==> config.mk <==
export PLATFORM = sky130hd
export DESIGN_NAME = mix_state_assembler
export DESIGN_NICKNAME = d
export VERILOG_FILES = /design/src/rtl/mix_state_assembler_pkg.sv /design/src/rtl/mix_state_assembler_state_layout_mux.sv /design/src/rtl/mix_state_assembler.sv
export SDC_FILE = /design/constraint.sdc
export NUM_CORES = 1
export LEC_CHECK = 0
export CAP_MARGIN = 40
export CORE_ASPECT_RATIO = 1.25
export CORE_UTILIZATION = 40
export CTS_CLUSTER_SIZE = 8
export DETAILED_ROUTE_END_ITERATION = 10
export GPL_ROUTABILITY_DRIVEN = 0
export PLACE_DENSITY = 0.7
export SLEW_MARGIN = 40
export SYNTH_ARGS = -nofsm -noshare
export SYNTH_HDL_FRONTEND = slang
export SYNTH_HIERARCHICAL = 1
export SYNTH_SLANG_ARGS = --single-unit
==> constraint.sdc <==
create_clock -name clk -period 2.7 [get_ports clk]
set_input_delay 0.54 -clock clk [delete_from_list [all_inputs] [get_ports clk]]
set_output_delay 0.54 -clock clk [all_outputs]
set_load 0.05 [all_outputs]
==> src/rtl/mix_state_assembler_pkg.sv <==
// Shared AES state types for the MixColumns writeback path.
// Used by mix_state_assembler and state_layout_mux (STATE_ASM_COLMAJOR_EN selects the layout).
package mix_state_assembler_pkg;

    localparam int unsigned NUM_ROWS = 4;

    typedef logic [127:0] state_t;
    typedef logic [31:0]  row_t;
    typedef logic [15:0]  half_row_t;

    typedef enum logic [1:0] {
        EMPTY,
        HALF,
        FULL
    } asm_state_e;

    // Row bytes ordered col 0..3 from the MSB: beat 0 holds cols 0-1, beat 1 holds cols 2-3.
    function automatic row_t assemble_row(input half_row_t beat0, input half_row_t beat1);
        return {beat0[15:8], beat0[7:0], beat1[15:8], beat1[7:0]};
    endfunction

endpackage

==> src/rtl/mix_state_assembler_state_layout_mux.sv <==
// Maps four AES rows onto the 128-bit state bus.
// STATE_ASM_COLMAJOR_EN selects column-major byte order; otherwise rows are concatenated.
module state_layout_mux
    import mix_state_assembler_pkg::*;
(
    input  logic [31:0]  row0_i,
    input  logic [31:0]  row1_i,
    input  logic [31:0]  row2_i,
    input  logic [31:0]  row3_i,
    output logic [127:0] state_o
);

    row_t rows [NUM_ROWS];

    always_comb begin
        rows[0] = row0_i;
        rows[1] = row1_i;
        rows[2] = row2_i;
        rows[3] = row3_i;
    end

`ifdef STATE_ASM_COLMAJOR_EN
    // col c = {row0[c], row1[c], row2[c], row3[c]}, byte c counted from the row MSB.
    always_comb begin
        state_o = '0;
        for (int c = 0; c < 4; c++) begin
            for (int r = 0; r < NUM_ROWS; r++) begin
                state_o[127 - 32 * c - 8 * r -: 8] = rows[r][31 - 8 * c -: 8];
            end
        end
    end
`else
    always_comb begin
        state_o = {rows[0], rows[1], rows[2], rows[3]};
    end
`endif

endmodule

==> src/rtl/mix_state_assembler.sv <==
// Collects two beats of half-rows into one AES state and holds it for the writeback stage.
// Output byte order is selected by STATE_ASM_COLMAJOR_EN (column-major) or row-major by default.
module mix_state_assembler
    import mix_state_assembler_pkg::*;
(
    input  logic         clk,
    input  logic         rst_n,
    input  logic [15:0]  halfRow0,
    input  logic [15:0]  halfRow1,
    input  logic [15:0]  halfRow2,
    input  logic [15:0]  halfRow3,
    input  logic         inValid,
    output logic         inReady,
    input  logic         clear,
    output logic [127:0] stateOut,
    output logic         outValid,
    input  logic         outReady,
    output logic         beatIdx
);

    asm_state_e state_q;
    logic       out_valid_q;
    logic       beat_idx_q;
    half_row_t  beat0_q [NUM_ROWS];
    half_row_t  beat1_q [NUM_ROWS];
    half_row_t  half_row_in [NUM_ROWS];
    row_t       rows [NUM_ROWS];

    always_comb begin
        half_row_in[0] = halfRow0;
        half_row_in[1] = halfRow1;
        half_row_in[2] = halfRow2;
        half_row_in[3] = halfRow3;
        for (int r = 0; r < NUM_ROWS; r++) begin
            rows[r] = assemble_row(beat0_q[r], beat1_q[r]);
        end
    end

    // A held state may leave in the same cycle a new beat 0 arrives.
    assign inReady = (state_q != FULL) || outReady;

    always_ff @(posedge clk) begin
        if (!rst_n || clear) begin
            state_q     <= EMPTY;
            out_valid_q <= 1'b0;
            beat_idx_q  <= 1'b0;
            for (int r = 0; r < NUM_ROWS; r++) begin
                beat0_q[r] <= '0;
                beat1_q[r] <= '0;
            end
        end else begin
            unique case (state_q)
                EMPTY: begin
                    if (inValid) begin
                        for (int r = 0; r < NUM_ROWS; r++) beat0_q[r] <= half_row_in[r];
                        state_q    <= HALF;
                        beat_idx_q <= 1'b1;
                    end
                end
                HALF: begin
                    if (inValid) begin
                        for (int r = 0; r < NUM_ROWS; r++) beat1_q[r] <= half_row_in[r];
                        state_q     <= FULL;
                        out_valid_q <= 1'b1;
                        beat_idx_q  <= 1'b0;
                    end
                end
                FULL: begin
                    if (outReady) begin
                        out_valid_q <= 1'b0;
                        if (inValid) begin
                            for (int r = 0; r < NUM_ROWS; r++) beat0_q[r] <= half_row_in[r];
                            state_q    <= HALF;
                            beat_idx_q <= 1'b1;
                        end else begin
                            state_q <= EMPTY;
                        end
                    end
                end
                default: begin
                    state_q     <= EMPTY;
                    out_valid_q <= 1'b0;
                    beat_idx_q  <= 1'b0;
                end
            endcase
        end
    end

    // Both buffers are frozen while FULL, so the mapped state is stable until consumed.
    state_layout_mux u_layout (
        .row0_i  (rows[0]),
        .row1_i  (rows[1]),
        .row2_i  (rows[2]),
        .row3_i  (rows[3]),
        .state_o (stateOut)
    );

    assign outValid = out_valid_q;
    assign beatIdx  = beat_idx_q;

endmodule

==> results.py, run 1 <==
metrics = {
    "route": {
        "postRouteAntennaNets": 0,
        "vias_per_cell": 4.42,
        "routedWlPerCell_um": 16.0,
        "drc": 30,
        "dr.pass1.iters": 7,
        "drt_iter0_markers": 116,
        "wirelength_um": 11300,
        "vias": 3103,
    },
    "worst_setup_path": {
        "critPathRequiredTime_ns": 2.16,
        "path_cells": "clkdlybuf4s50_1",
        "slowest_delay_ns": 0.81,
        "worstPathArrival_ns": 1.58,
        "cp_slowest_cell": "clkdlybuf4s50_1",
        "crit_path_start_kind": "flip-flop",
        "critPathCaptureType": "primary output",
        "cp_num_buf_inv": 1,
        "worst-path-max-fanout": 1,
        "cpLargestDelayFamily": "buffers and inverters",
        "worstSetupPathType": "reg -> out",
    },
    "sta": {
        "worst_pin_slew_ns": 0.581,
        "rsz0062_at_grt": "false",
        "max_freq_mhz": 472,
        "finalSetupViolations": 0,
        "skew_ns": 0.00944,
        "min_period_ns": 2.12,
        "drv_slew": 0,
        "report.final.hold_viol_count": 0,
        "min_period_over_period_pct": 78.4,
        "setup_tns_ns": 0,
        "slew_headroom_pct": 61.2,
    },
    "clock_tree": {
        "cts-root-buf": "clkbuf_16",
        "clk_latency_ns": 0.40,
        "cts-buffers-inserted": 17,
        "clk_pin_slew_ns": 0.06,
        "numClockSinks": 132,
        "cts_hold_buf": 0,
        "cts_tree": "done",
        "cts_setup_buffers": 0,
        "htreeDepth": 4,
        "cts_resized": 0,
        "cts_buffer_depth": 2,
    },
    "flow_run": {
        "maxCapViolCount": 0,
    },
    "synth": {
        "synth.yosys.seq_area_share_pct": 65.7,
        "synth_most_common_cell": "buf_4",
        "yosysTopAreaCell": "edfxtp_1",
        "ys_types": 19,
        "synth_edf_count": 128,
        "synth_top_area_share_pct": 64.4,
        "ys_seq_elements": 132,
        "ys_top_cells_by_area": "edfxtp_1 64%, buf_4 16%, and2_1 13%, buf_6 2.3%, dfxtp_1 1.3%",
        "ys.flop_type": "edfxtp_1",
        "postSynth.asyncResetShare_pct": 0,
        "syn_inst": 428,
        "syn_avg_cell_area_um2": 13.9,
        "ys_warn_count": 6,
        "syn-cell-area_um2": 5970,
        "ys_top_cells_by_count": "129 x buf_4, 128 x and2_1, 128 x edfxtp_1",
        "synthesis.nets": 497,
    },
    "die": {
        "core-area_um2": 14500,
        "die-area_um2": 15400,
        "die_x_um": 111,
        "start_util_pct": 41.3,
        "rows": 49,
        "ioPinCount": 200,
        "die_y_um": 139,
    },
    "power": {
        "p_switching_w": 0.00143,
        "pwr-share-clk_pct": 41.4,
        "p_leak_nw": 2.98,
        "ir_drop_mv": 0.319,
        "pwr_density_cell_nw_per_um2": 714,
        "internal-power_w": 0.00411,
        "netSwitchingFraction_pct": 25.8,
        "pwr-share-comb_pct": 15.3,
        "seqPwrFrac_pct": 43.3,
    },
    "cells_and_area": {
        "seq_area_um2": 3920,
        "drive_above_1_share_pct": 8.40,
        "antennaDiodeCount": 0,
        "num-fill-cells": 1255,
        "utilization_pct": 53.6,
        "fin_nets": 581,
        "area_growth_pct": 30.0,
        "multi_input_area_um2": 953,
    },
    "run_status": {
        "violations": "DRC",
        "status": "finished with violations",
    },
    "hold_path": {
        "hold_path_class": "reg -> reg",
    },
    "global_routing": {
        "grt-ovfl-total": 0,
        "grt_pass1_wl_um": 17800,
        "grt_start_max_net_pins": 65,
        "antenna_found_initial": 1,
        "grt_pass1_vias": 3321,
        "track_usage_pct": 15.3,
    },
    "placement": {
        "numPortBuffers": 199,
        "dp.final_hpwl_um": 7580,
    },
}
-- power groups by stage --
stage          combinational, W  clock [W]  sequential (W)
3_5_place_dp           0.000852          0         0.00244
2_1_floorplan          0.000645          0         0.00244
5_1_grt                0.000876    0.00245         0.00241
6_report               0.000846    0.00230         0.00240
3_3_place_gp           0.000844          0         0.00244
4_1_cts                0.000854    0.00235         0.00240
-- logic make-up (layout without fill, tap and decap cells) --
kind of cell	after synthesis	count (layout)	share of synthesized area, %
buffers and inverters	143	239	18.6
AO/OA/AOI/OAI	6	6	0.629
flip-flops	132	132	65.7
AND/OR/NAND/NOR	146	146	14.9
XOR/XNOR	1	1	0.147
-- metal layers --
metal / vias to the layer above / track usage [%] / share of wire (%)
li1: 1468 / - / -
met1: 1492 / 16.5 / 38
met2: 121 / 27.2 / 53
met3: 20 / 5.38 / 7.0
met4: 2 / 5.90 / 1.8
met5: - / 0 / 0.12
-- metrics by stage --
stage	hold WS [ns]	cell area [um2]	total power (W)	setup slack, ns	cells
3_5_place_dp	0.463	7170	0.00329	0.373	671
4_1_cts	0.490	7760	0.00561	0.560	702
5_1_grt	0.512	7760	0.00573	0.546	702
2_1_floorplan	0.555	5970	0.00308	0.0920	428
3_3_place_gp	0.467	7170	0.00328	0.148	671
6_report	0.488	7760	0.00554	0.582	702
-- final timing paths --
| check | startpoint | to | slack [ns] | cells past startpoint |
|---|---|---|---|---|
| max | beat0_q[3][3] | stateOut[19] | 0.58 | 1 |
| min | beatIdx | beatIdx | 0.49 | 2 |
| max reg2reg | state_q[0] | beat1_q[2][8] | 1.08 | 3 |
| min reg2reg | beatIdx | beatIdx | 0.49 | 2 |
-- cell usage in the layout (no fill, tap or decap), types with 2 or more instances in the layout --
cell / instances
buf_4: 9
bufinv_16: 3
nand2b_1: 2
clkbuf_16: 17
nand2_1: 7
clkinv_2: 3
a21oi_1: 2
nor2_1: 3
dfxtp_1: 4
clkinvlp_4: 2
clkinv_4: 2
and2_1: 128
o21ai_0: 2
edfxtp_1: 128
inv_6: 2
clkdlybuf4s50_1: 198
-- area by class of cell --
type / count / share of cell area, %
well taps: 178 / 2.87
multi-input cells: 153 / 12.3
clock buffers: 18 / 5.53
flip-flops and latches: 132 / 50.6
clock inverters: 13 / 2.05
repair buffers: 208 / 26.7
-- registers in the layout (all words and copies together) (netlist names) --
name      flops
beat0_q      64
beat1_q      64
beatIdx       1
outValid      1
state_q       2
Note: power is estimated with default switching activity, not from simulation.
==> inputs of run 2 (changes only) <==
--- a/config.mk
+++ b/config.mk
@@ -11,7 +11,7 @@
 export CTS_CLUSTER_SIZE = 8
 export DETAILED_ROUTE_END_ITERATION = 10
 export GPL_ROUTABILITY_DRIVEN = 0
-export PLACE_DENSITY = 0.7
+export PLACE_DENSITY = 0.68
 export SLEW_MARGIN = 40
 export SYNTH_ARGS = -nofsm -noshare
 export SYNTH_HDL_FRONTEND = slang
==> constraint.sdc (replaced) <==
create_clock -name clk -period 2 [get_ports clk]
set_input_delay 0.4 -clock clk [delete_from_list [all_inputs] [get_ports clk]]
set_output_delay 0.4 -clock clk [all_outputs]
set_load 0.05 [all_outputs]
==> results.py, run 2 (synthesized netlist as in run 1, its figures left out) <==
metrics = {
    "run_status": {
        "status": "finished with violations",
        "violations": "DRC",
    },
    "worst_setup_path": {
        "ff2ff_setup_slack_ns": 0.52,
        "worstSetupPathType": "reg -> out",
        "worst-path-max-fanout": 1,
        "r2r-end": "beat1_q[3][3]",
        "cpLargestDelayFamily": "buffers and inverters",
        "crit_start": "beat1_q[3][3]",
        "worstPathArrival_ns": 1.57,
        "cp_num_buf_inv": 1,
        "critPathCaptureType": "primary output",
        "critPathRequiredTime_ns": 1.60,
        "crit_path_start_kind": "flip-flop",
        "slowest_delay_ns": 0.84,
        "cp-endpoint": "stateOut[3]",
        "rr_worst_depth": 4,
        "cp_slowest_cell": "clkdlybuf4s50_1",
        "path_cells": "clkdlybuf4s50_1",
        "reg2reg_from": "state_q[0]",
        "cp_num_cells": 1,
    },
    "sta": {
        "post-route-worst-setup-slack_ns": 0.0324,
        "setup_tns_ns": 0,
        "rsz0062_at_grt": "false",
        "skew_ns": 0.00680,
        "finalSetupViolations": 0,
        "slew_headroom_pct": 61.5,
        "min_period_ns": 1.97,
        "worst_pin_slew_ns": 0.576,
        "report.final.hold_viol_count": 0,
        "min_period_over_period_pct": 98.4,
        "max_freq_mhz": 508,
        "drv_slew": 0,
    },
    "route": {
        "routedWlPerCell_um": 16.2,
        "dr.pass1.iters": 7,
        "vias": 3085,
        "postRouteAntennaNets": 0,
        "drc": 28,
        "drt_iter0_markers": 94,
        "wirelength_um": 11400,
        "vias_per_cell": 4.37,
    },
    "clock_tree": {
        "cts_hold_buf": 0,
        "clk_latency_ns": 0.40,
        "clk_pin_slew_ns": 0.06,
        "htreeDepth": 4,
        "cts-buffers-inserted": 17,
        "numClockSinks": 132,
        "cts_tree": "done",
        "cts-root-buf": "clkbuf_16",
        "cts_buffer_depth": 2,
    },
    "placement": {
        "dp.final_hpwl_um": 8010,
        "numPortBuffers": 199,
        "dp_slack_ns": 0.00286,
    },
    "power": {
        "pwr_density_cell_nw_per_um2": 975,
        "ir_drop_mv": 0.468,
        "p_leak_nw": 3.34,
    },
    "global_routing": {
        "grt-ovfl-total": 0,
        "grt_pass1_wl_um": 17600,
        "antenna_found_initial": 0,
        "grt_start_max_net_pins": 42,
        "track_usage_pct": 15.3,
        "grt_pass1_vias": 3166,
    },
    "die": {
        "ioPinCount": 200,
        "rows": 49,
        "die_y_um": 139,
        "die-area_um2": 15400,
        "core-area_um2": 14500,
        "die_x_um": 111,
        "start_util_pct": 41.3,
    },
    "cells_and_area": {
        "layout_common_cells": "178 x clkdlybuf4s50_1, 128 x and2_1, 128 x edfxtp_1",
        "antennaDiodeCount": 0,
        "final_common_cell": "clkdlybuf4s50_1",
        "fin_nets": 584,
        "reg_top3": "beat0_q: 64 flops, beat1_q: 64 flops, state_q: 2 flops",
        "drive_above_1_share_pct": 9.47,
        "area_growth_pct": 33.5,
    },
    "flow_run": {
        "maxCapViolCount": 0,
    },
    "hold_path": {
        "holdCritStartpoint": "beatIdx",
        "hold_path_class": "reg -> reg",
    },
}
run 2: cell count changes in the layout (fill, tap and decap cells not counted), sizes merged, moves of 3 or more:
cell / change
dlygate4sd2: +3
clkinv: -4
buf: +3
dlymetal6s2s: +17
inv: +5
clkdlybuf4s50: -20
run 2: cell type report:
cell class	instances	area, um2
fillers	1214	6500
flip-flops and latches	132	3920
repair buffers	211	2230
multi-input cells	153	950
clock buffers	17	425
well taps	178	223
clock inverters	15	219
run 2: through the flow:
step | hold slack, ns | instance area [um2] | utilization [%] | total power [W] | instances
floorplan | 0.539 | 5970 | - | 0.00416 | 428
global route | 0.526 | 7970 | 55.1 | 0.00801 | 706
finish | 0.486 | 7970 | 55.1 | 0.00777 | 706
CTS | 0.493 | 7930 | 54.8 | 0.00787 | 706
detailed placement | 0.464 | 7290 | 50.4 | 0.00447 | 674
global placement | 0.465 | 7290 | 50.4 | 0.00445 | 674
run 2: tightest hold or removal path, cell delays in order (launching register included):
cell	delay (ns)
dfxtp_1	0.33
a21oi_1	0.05
nor2_1	0.07
run 2: worst min path at each step:
stage | end | slack, ns | cells after the start
3_3_place_gp | beatIdx | 0.46 | 2
2_1_floorplan | state_q[0] | 0.54 | 2
3_5_place_dp | beatIdx | 0.46 | 2
6_report | beatIdx | 0.49 | 2
5_1_grt | beatIdx | 0.53 | 2
4_1_cts | beatIdx | 0.49 | 2
run 2: metal layers:
metal,vias up,global-route usage (%),wire (um)
met5,-,0,0
met3,17,5.90,819
met1,1469,15.5,4150
met4,0,8.32,304
met2,116,26.9,6150
li1,1483,-,-
run 2: power breakdown:
part | internal (W) | leakage, nW | switching [W] | total [W]
logic | 0.000418 | 1.55 | 0.000742 | 0.00116
registers | 0.00319 | 1.49 | 0.0000425 | 0.00323
clock network | 0.00213 | 0.309 | 0.00125 | 0.00338
run 2: what timing repair did:
item / 4_1_cts / 5_1_grt
setup buffers: 0 / 0
hold endpoints to repair: 0 / 0
endpoints found under the setup margin: 3 / 17
gates resized for setup: 3 / 17
